## src/rtl/preparo_pkg.sv

```systemverilog
// Shared encodings for the drink-order sequencer: controller states,
// selection-machine status codes and the drink codes it displays.
package preparo_pkg;

    typedef enum logic [2:0] {
        OCIOSO   = 3'd0,
        ESCOLHA  = 3'd1,
        AQUECE   = 3'd2,
        CAFE     = 3'd3,
        LEITE    = 3'd4,
        AGUA     = 3'd5,
        FINALIZA = 3'd6,
        CANCELA  = 3'd7
    } etapa_t;

    typedef enum logic [1:0] {
        ANALISANDO   = 2'b00,
        MOSTRANDO    = 2'b01,
        NAO_ESCOLHEU = 2'b10,
        ESCOLHEU     = 2'b11
    } saida_esc_t;

    localparam logic [3:0] D_ESPRESSO   = 4'b0001;
    localparam logic [3:0] D_CAFE_LEITE = 4'b0010;
    localparam logic [3:0] D_CHA        = 4'b0011;
    localparam logic [3:0] D_CAPPUCCINO = 4'b0100;

endpackage

```

## src/rtl/contador_etapa.sv

```systemverilog
// Loadable down-counter timing one recipe step; holds at zero once it gets there.
module contador_etapa #(
    parameter int W = 9
) (
    input  logic         CLK,
    input  logic         RST_N,
    input  logic         CARGA,
    input  logic [W-1:0] VALOR,
    output logic         ZERO
);

    logic [W-1:0] cnt;

    always_ff @(posedge CLK) begin
        if (!RST_N)
            cnt <= '0;
        else if (CARGA)
            cnt <= VALOR;
        else if (cnt != '0)
            cnt <= cnt - W'(1);
    end

    assign ZERO = (cnt == '0);

endmodule

```

## src/rtl/sequenciador_preparo.sv

```systemverilog
// Sequences one drink order: selection window, boiler heat-up, timed valve
// recipe, then completion or cancel. Every output is a flop fed from next state.
module sequenciador_preparo
    import preparo_pkg::*;
#(
    parameter int TIMEOUT_CYC  = 50,
    parameter int T_AQUECE_MAX = 200,
    parameter int T_CAFE       = 40,
    parameter int T_LEITE      = 30,
    parameter int T_AGUA       = 60,
    parameter int CNT_W        = 9
) (
    input  logic       CLK,
    input  logic       RST_N,
    input  logic       INICIA,
    input  logic       ABORTA,
    input  logic [1:0] SAIDA_ESC,
    input  logic [3:0] DRINK,
    input  logic       TEMP_OK,
    output logic       TIMER,
    output logic       REINICIA_ESC,
    output logic       AQUECEDOR,
    output logic       VALV_CAFE,
    output logic       VALV_LEITE,
    output logic       VALV_AGUA,
    output logic       OCUPADO,
    output logic       PRONTO,
    output logic       ERRO,
    output logic [2:0] ETAPA
);

    localparam logic [CNT_W-1:0] L_TIMER   = CNT_W'(TIMEOUT_CYC - 1);
    localparam logic [CNT_W-1:0] L_ESC_MAX = CNT_W'(2 * TIMEOUT_CYC - 1);
    localparam logic [CNT_W-1:0] L_AQ_MAX  = CNT_W'(T_AQUECE_MAX - 1);
    localparam logic [CNT_W-1:0] L_CAFE    = CNT_W'(T_CAFE - 1);
    localparam logic [CNT_W-1:0] L_LEITE   = CNT_W'(T_LEITE - 1);
    localparam logic [CNT_W-1:0] L_LEITE2  = CNT_W'(2 * T_LEITE - 1);
    localparam logic [CNT_W-1:0] L_AGUA    = CNT_W'(T_AGUA - 1);

    etapa_t           estado, prox;
    logic [CNT_W-1:0] cnt, cnt_prox;
    logic [3:0]       bebida, bebida_prox;
    logic             erro_prox;
    logic             carga;
    logic [CNT_W-1:0] valor;
    logic             zero;

    contador_etapa #(.W(CNT_W)) u_contador (
        .CLK   (CLK),
        .RST_N (RST_N),
        .CARGA (carga),
        .VALOR (valor),
        .ZERO  (zero)
    );

    always_comb begin
        prox        = estado;
        cnt_prox    = cnt;
        bebida_prox = bebida;
        erro_prox   = ERRO;
        carga       = 1'b0;
        valor       = '0;
        case (estado)
            OCIOSO: if (INICIA) begin
                prox      = ESCOLHA;
                cnt_prox  = '0;
                erro_prox = 1'b0;
            end
            ESCOLHA: begin
                cnt_prox = cnt + CNT_W'(1);
                if (SAIDA_ESC == ESCOLHEU) begin
                    prox        = AQUECE;
                    bebida_prox = DRINK;
                    cnt_prox    = '0;
                end else if (SAIDA_ESC == NAO_ESCOLHEU || cnt == L_ESC_MAX) begin
                    prox = CANCELA;
                end
            end
            AQUECE: begin
                cnt_prox = cnt + CNT_W'(1);
                if (TEMP_OK) begin
                    case (bebida)
                        D_ESPRESSO, D_CAFE_LEITE, D_CAPPUCCINO: begin
                            prox  = CAFE;
                            carga = 1'b1;
                            valor = L_CAFE;
                        end
                        D_CHA: begin
                            prox  = AGUA;
                            carga = 1'b1;
                            valor = L_AGUA;
                        end
                        default: prox = CANCELA;
                    endcase
                end else if (cnt == L_AQ_MAX) begin
                    prox      = CANCELA;
                    erro_prox = 1'b1;
                end
            end
            CAFE: if (zero) begin
                if (bebida == D_ESPRESSO) begin
                    prox = FINALIZA;
                end else begin
                    prox  = LEITE;
                    carga = 1'b1;
                    valor = (bebida == D_CAPPUCCINO) ? L_LEITE2 : L_LEITE;
                end
            end
            LEITE, AGUA: if (zero) prox = FINALIZA;
            default: prox = OCIOSO;
        endcase
        // A cancel overrides whatever the active state decided this cycle.
        if (ABORTA && estado inside {ESCOLHA, AQUECE, CAFE, LEITE, AGUA}) begin
            prox        = CANCELA;
            bebida_prox = bebida;
            erro_prox   = ERRO;
            carga       = 1'b0;
        end
    end

    always_ff @(posedge CLK) begin
        if (!RST_N) begin
            estado       <= OCIOSO;
            cnt          <= '0;
            bebida       <= '0;
            TIMER        <= 1'b0;
            REINICIA_ESC <= 1'b0;
            AQUECEDOR    <= 1'b0;
            VALV_CAFE    <= 1'b0;
            VALV_LEITE   <= 1'b0;
            VALV_AGUA    <= 1'b0;
            OCUPADO      <= 1'b0;
            PRONTO       <= 1'b0;
            ERRO         <= 1'b0;
        end else begin
            estado       <= prox;
            cnt          <= cnt_prox;
            bebida       <= bebida_prox;
            TIMER        <= (prox == ESCOLHA) && (cnt_prox == L_TIMER);
            REINICIA_ESC <= (prox == FINALIZA) || (prox == CANCELA);
            AQUECEDOR    <= (prox == AQUECE);
            VALV_CAFE    <= (prox == CAFE);
            VALV_LEITE   <= (prox == LEITE);
            VALV_AGUA    <= (prox == AGUA);
            OCUPADO      <= (prox != OCIOSO);
            PRONTO       <= (prox == FINALIZA);
            ERRO         <= erro_prox;
        end
    end

    assign ETAPA = estado;

endmodule

```

## config.mk

```make
export PLATFORM = sky130hd
export DESIGN_NAME = sequenciador_preparo
export DESIGN_NICKNAME = d
export VERILOG_FILES = /design/src/rtl/preparo_pkg.sv /design/src/rtl/contador_etapa.sv /design/src/rtl/sequenciador_preparo.sv
export SDC_FILE = /design/constraint.sdc
export NUM_CORES = 1
export LEC_CHECK = 0
export ABC_AREA = 1
export CAP_MARGIN = 30
export CORE_MARGIN = 2
export CORE_UTILIZATION = 30
export DETAILED_ROUTE_END_ITERATION = 8
export PLACE_DENSITY_LB_ADDON = 0.05
export SETUP_SLACK_MARGIN = 0.15
export SYNTH_ARGS = -nofsm -noshare
export SYNTH_HDL_FRONTEND = slang
export SYNTH_SLANG_ARGS = --single-unit
export TNS_END_PERCENT = 5
```

## constraint.sdc

```tcl
create_clock -name CLK -period 2.1 [get_ports CLK]
set_input_delay 0.525 -clock CLK [delete_from_list [all_inputs] [get_ports CLK]]
set_output_delay 0.525 -clock CLK [all_outputs]
set_load 0.1 [all_outputs]
```

* Word-level counts from Yosys, hierarchy flattened
Cells that the tools add are included.
Word-level totals: bits in registers 34, word-level logic and storage cells 88, input port bits 11
Operators by class: eq/ne operators 24, add/subtract/negate cells 2, bitwise operators 1, reductions and logical operators 16, mux-type cells 32
Operators by type and width (count):
- $mux W9 | 4
- $pmux W9 S3 | 1
- $mux W3 | 8
- $mux W6 | 4
- $pmux W6 S2 | 2
- $eq A3 B3 Y1 const B | 6
- $pmux W3 S5 | 1
- $eq A3 B2 Y1 const B | 4
- $add A9 B1 Y9 const B | 1
- $eq A9 B6 Y1 const B | 1
- $eq A9 B7 Y1 const B | 1
- $eq A9 B8 Y1 const B | 1
- $logic_not A9 Y1 | 1
- $reduce_bool A9 Y1 | 1
- $sub A9 B1 Y9 const B | 1
- $eq A4 B2 Y1 const B | 2
- $mux W1 | 8
- $eq A3 B1 Y1 const B | 2
- $ne A2 B2 Y1 const B | 3
- $pmux W3 S2 | 1
- $reduce_and A5 Y1 | 1
- $reduce_bool A5 Y1 | 1
- $eq A2 B2 Y1 const B | 2
- $eq A4 B1 Y1 const B | 1
- 13 further kinds | 17

* Logic depth before layout (Yosys ltp)
word-level depth 8, depth in mapped cells 13, mapped depth without buffers 13

* By module
From an unflattened synthesis, not the netlist that was laid out.
Unflattened totals: cells, all modules 340, area, all modules 2115.8 um^2
By module, submodules not included:
- sequenciador_preparo | area an instance 1539.0 um^2, times used 1, cells each 253
- contador_etapa | area an instance 576.8 um^2, times used 1, cells each 87

* Least setup slack after synthesis
OpenSTA, ideal clock, no wires.
path type reg-to-reg, from register estado[2], in the netlist ETAPA[2], to register u_contador.cnt[1], cell stages (with the launch flop) 8, data arrival time 2.069 ns, buffers on the path 0, data required time 1.989 ns, slack -0.081 ns, cell sequence dfxtp_1 -> nand2_1 -> and2_4 -> nand2_4 -> a21boi_4 -> nor2_1 -> nor2_1 -> nor2_1
On the way: word-level cells in the longest chain between the ends 5
RTL lines:
- start, declared | RTL line sequenciador_preparo.sv:40 | etapa_t estado, prox;
- start signal, assigned | RTL line sequenciador_preparo.sv:136 | estado <= prox;
- $eq A3 B1 Y1, or another cell as far along | RTL line sequenciador_preparo.sv:113 | if (ABORTA && estado inside {ESCOLHA, AQUECE, CAFE, LEITE, AGUA}) begin
- $reduce_bool A5 Y1 | RTL line sequenciador_preparo.sv:113
- $logic_and A1 B1 Y1 | RTL line sequenciador_preparo.sv:113
- $mux W1 | RTL line sequenciador_preparo.sv:113
- $mux W9 or $reduce_bool A2 Y1 (tied branches)
- end signal, assigned | RTL line contador_etapa.sv:20 | cnt <= cnt - W'(1);
- end, declared | RTL line contador_etapa.sv:12 | logic [W-1:0] cnt;
Parallel ways exist; a longest one is shown, timed or not. A chain may end at the register's enable or synchronous reset.

* Worst setup path in the final report
from register cnt[0], to register VALV_LEITE
On the way: word-level cells in the longest chain between the ends 7
RTL lines:
- start, declared | RTL line sequenciador_preparo.sv:41 | logic [CNT_W-1:0] cnt, cnt_prox;
- start signal, assigned | RTL line sequenciador_preparo.sv:137 | cnt <= cnt_prox;
- $eq A9 B7 Y1 | RTL line sequenciador_preparo.sv:75 | end else if (SAIDA_ESC == NAO_ESCOLHEU || cnt == L_ESC_MAX) begin
- $logic_or A1 B1 Y1 | RTL line sequenciador_preparo.sv:75
- $mux W3 | RTL line sequenciador_preparo.sv:75
- $mux W3 | RTL line sequenciador_preparo.sv:71 | if (SAIDA_ESC == ESCOLHEU) begin
- $pmux W3 S5 (*) | RTL line sequenciador_preparo.sv:63 | case (estado)
- $mux W3 (*) | RTL line sequenciador_preparo.sv:113
- $eq A3 B3 Y1 (*) | RTL line sequenciador_preparo.sv:143 | VALV_LEITE <= (prox == LEITE);
- end signal, assigned | RTL line sequenciador_preparo.sv:143
- end, declared | RTL line sequenciador_preparo.sv:24 | output logic VALV_LEITE,
Every way passes the cells marked *; elsewhere a longest branch is shown, timed or not.

==> qor.json <==
{
  "sta": {
    "post-route-period-util": 0.8531,
    "finalMaxSlewViolations": 0,
    "timing.final.setup_violations": 0,
    "achievable-frequency_mhz": 558.2,
    "skew_ns": 0.004742,
    "final.min_clock_period_ns": 1.791,
    "grt_setup_unrepaired": "true",
    "hold_viol_final": 0,
    "max_slew.worst_pin.slew_ns": 0.3883,
    "slew_headroom": 0.7392,
    "finalSetupTns_ns": 0
  },
  "grt": {
    "globalRouteTotalUtil": 0.1652,
    "grt_max_degree": 15,
    "total_overflow_reported_by_the_global_router": 0,
    "grt_antenna_before_repair": 0,
    "first_global_vias": 2056,
    "grt_first_pass_wirelength_um": 9915
  },
  "placement": {
    "place.port_buffers": 22,
    "gp_congestion": 0.8497,
    "placed_cells": 447,
    "detailedPlacementHpwl_um": 4464,
    "post_dp_cell_area_um2": 2475
  },
  "power_and_ir_drop": {
    "power.leakage_nw": 1.199,
    "power_density_nw_per_um2": 1648,
    "peakVddDrop_mv": 0.8171
  },
  "logic_synthesis": {
    "ys_ff_latch": 34,
    "number_of_distinct_library_cells_after_synthesis": 34,
    "number_of_cells_produced_by_synthesis": 326,
    "syn_area_um2": 2098,
    "yosys_most_used_dff": "sky130_fd_sc_hd__dfxtp_1",
    "syn_avg_cell_area_um2": 6.436,
    "synth_edf_count": 0,
    "synth.yosys.warnings": 0,
    "async_flop_share": 0,
    "synth_seq_area_share": 0.3244,
    "synth_nets": 340
  },
  "cts": {
    "htree_num_levels": 2,
    "cts_sinks": 34,
    "postCtsSetupRepairBufs": 0,
    "worst_skew_pair_latency_ns": 0.29,
    "cts_inserted_buffers": 5,
    "cts.root.buffer_cell": "sky130_fd_sc_hd__clkbuf_8",
    "cts_max_path_buffers": 2,
    "tritoncts": "done",
    "cts.reportedPaths.clkPinSlew_ns": 0.08
  },
  "final_layout": {
    "post_route_design_area_um2": 2579,
    "leading_cell_types_in_the_layout_fill_and_taps_excluded": "85 x sky130_fd_sc_hd__nand2_1, 54 x sky130_fd_sc_hd__nor2_1, 31 x sky130_fd_sc_hd__dfxtp_1",
    "layout-drive-gt1-share": 0.1727,
    "antennaDiodeCount": 0,
    "layout.cells.non_filler": 455,
    "layout-area-overhead-vs-synth_pct": 22.90,
    "fillers": 754,
    "utilization": 0.3796,
    "fin_nets": 372,
    "layout_commonest_cell": "sky130_fd_sc_hd__nand2_1"
  },
  "detailed_routing": {
    "route.detailed.wl_per_inst_um": 12.66,
    "via_per_inst": 4.525,
    "first_iter_violations": 108,
    "via_count": 2059,
    "wirelength_um": 5761,
    "firstDrtPassIters": 5,
    "residual_drc": 0,
    "postRouteAntennaNets": 0
  },
  "floorplan": {
    "io-pin-count": 23,
    "die_w_um": 87.63,
    "initial_utilization": 0.3088,
    "std_cell_rows": 30,
    "core_area_um2": 6794,
    "die_area_um2": 7679,
    "fp.dieH_um": 87.63
  },
  "setup_path": {
    "cpMostUsedCell": "sky130_fd_sc_hd__nand2_1",
    "critPathCaptureType": "flip-flop",
    "timing.setup.critical_path_class": "reg2reg",
    "critical_path.n_buffers_inverters": 1,
    "timing.critical_path.slowest_stage_cell": "sky130_fd_sc_hd__dfxtp_1",
    "start_kind": "flip-flop",
    "worst-path-max-fanout": 6,
    "arrival_ns": 1.98,
    "cp_slowest_stage_delay_ns": 0.39,
    "data_required_time_of_the_worst_path_ns": 2.29,
    "crit_path_cell_trace": "ha_1, nand2_1, nor2_2, nand2_1, nand2_1, nand2_1, nand3b_1, nand2_2, inv_2, nor2_1, and2_1",
    "cell_class_contributing_the_biggest_share_of_worst_path_delay": "simple AND/OR/NAND/NOR gates"
  },
  "run": {
    "max_cap_viol_count": 0
  },
  "min_path": {
    "timing.hold.worst.class": "reg2reg"
  },
  "outcome": {
    "status": "finished clean"
  }
}
## worst paths after layout
check                                       start                     to  slack [ns]  cells after the start
worst min-delay path            ERRO$_SDFFE_PN0P_      ERRO$_SDFFE_PN0P_        0.46                      2
worst min register to register  ERRO$_SDFFE_PN0P_      ERRO$_SDFFE_PN0P_        0.46                      2
worst max register to register  cnt[0]$_SDFF_PN0_  VALV_LEITE$_SDFF_PN0_        0.31                     11
worst max-delay path            cnt[0]$_SDFF_PN0_  VALV_LEITE$_SDFF_PN0_        0.31                     11
## logic make-up after synthesis
logic type,after synthesis,share of synthesized area
simple gates,208,0.4580
buf+inv,42,0.08229
flops,34,0.3244
compound gates,31,0.08408
xor+xnor,8,0.03339
fa+ha+maj,3,0.01789
## through the flow
step	total power, mW	hold WS [ns]	setup slack, ns
6_report	4.250	0.4603	0.3086
5_1_grt	4.588	0.4951	0.1447
4_1_cts	4.252	0.4644	0.2509
3_5_place_dp	3.711	0.4507	0.05366
3_3_place_gp	3.736	0.4444	0.03092
2_1_floorplan	3.065	0.4439	0.3332
## state kept, by name, indices dropped and copies added, names as in the netlist
| signal | count |
|---|---|
| cnt | 9 |
| u_contador.cnt | 9 |
| bebida | 4 |
| ETAPA | 3 |
| AQUECEDOR | 1 |
| ERRO | 1 |
| OCUPADO | 1 |
| PRONTO | 1 |
| REINICIA_ESC | 1 |
| TIMER | 1 |
| VALV_AGUA | 1 |
| VALV_CAFE | 1 |
| VALV_LEITE | 1 |
## tightest hold or removal path, delay by kind of cell, from the launching register on
kind	cells	cell delay, ns
buffers and inverters	1	0.05
AOI/OAI and AO/OA	1	0.06
DFF	1	0.31
## metal layers
metal / wire, um / up-vias / global-route usage
met5: 0 / - / 0
met4: 55 / 0 / 0.05455
met3: 169 / 5 / 0.03110
met2: 2652 / 31 / 0.2700
met1: 2883 / 923 / 0.2190
li1: - / 1100 / -
## Yosys cell counts (2+ instances only)
cell type | count | area, um^2
sky130_fd_sc_hd__nand2_1 | 85 | 319.1
sky130_fd_sc_hd__nor2_1 | 55 | 206.5
sky130_fd_sc_hd__dfxtp_1 | 34 | 680.7
sky130_fd_sc_hd__inv_1 | 30 | 112.6
sky130_fd_sc_hd__nand3_1 | 29 | 145.1
sky130_fd_sc_hd__a21oi_1 | 15 | 75.07
sky130_fd_sc_hd__o21ai_0 | 11 | 55.05
sky130_fd_sc_hd__nand2_2 | 10 | 62.56
sky130_fd_sc_hd__xor2_1 | 8 | 70.07
sky130_fd_sc_hd__nand4_1 | 6 | 37.54
sky130_fd_sc_hd__inv_2 | 5 | 18.77
sky130_fd_sc_hd__nand2_4 | 4 | 45.04
sky130_fd_sc_hd__nor2_2 | 4 | 25.02
sky130_fd_sc_hd__ha_1 | 3 | 37.54
sky130_fd_sc_hd__nand3_2 | 3 | 30.03
sky130_fd_sc_hd__nor3_1 | 3 | 15.01
sky130_fd_sc_hd__clkinv_1 | 2 | 7.510
sky130_fd_sc_hd__nand3b_1 | 2 | 15.01
sky130_fd_sc_hd__nor4_1 | 2 | 12.51
## where the power goes
group / switching (mW) / internal (mW) / leakage [nW]
Combinational: 1.87 / 0.824 / 0.872
Clock: 0.254 / 0.265 / 0.0482
Sequential: 0.191 / 0.844 / 0.279
## layout make-up
type	instances	area, um^2	share of cell area
multi-input cells	250	1257	0.4876
flip-flops and latches	34	684.4	0.2654
repair buffers	29	280.3	0.1087
inverters	38	145.1	0.05628
well taps	96	120.1	0.04658
clock buffers	7	86.33	0.03348
clock inverters	1	5.005	0.001941
## timing repair
| item | in CTS | in global routing |
|---|---|---|
| hold endpoints to repair | 0 | 0 |
| hold buffers | 0 | 0 |
| gates resized for setup | 0 | 3 |
| setup endpoints to repair | 0 | 11 |
Note: power is estimated with default switching activity, not from simulation.
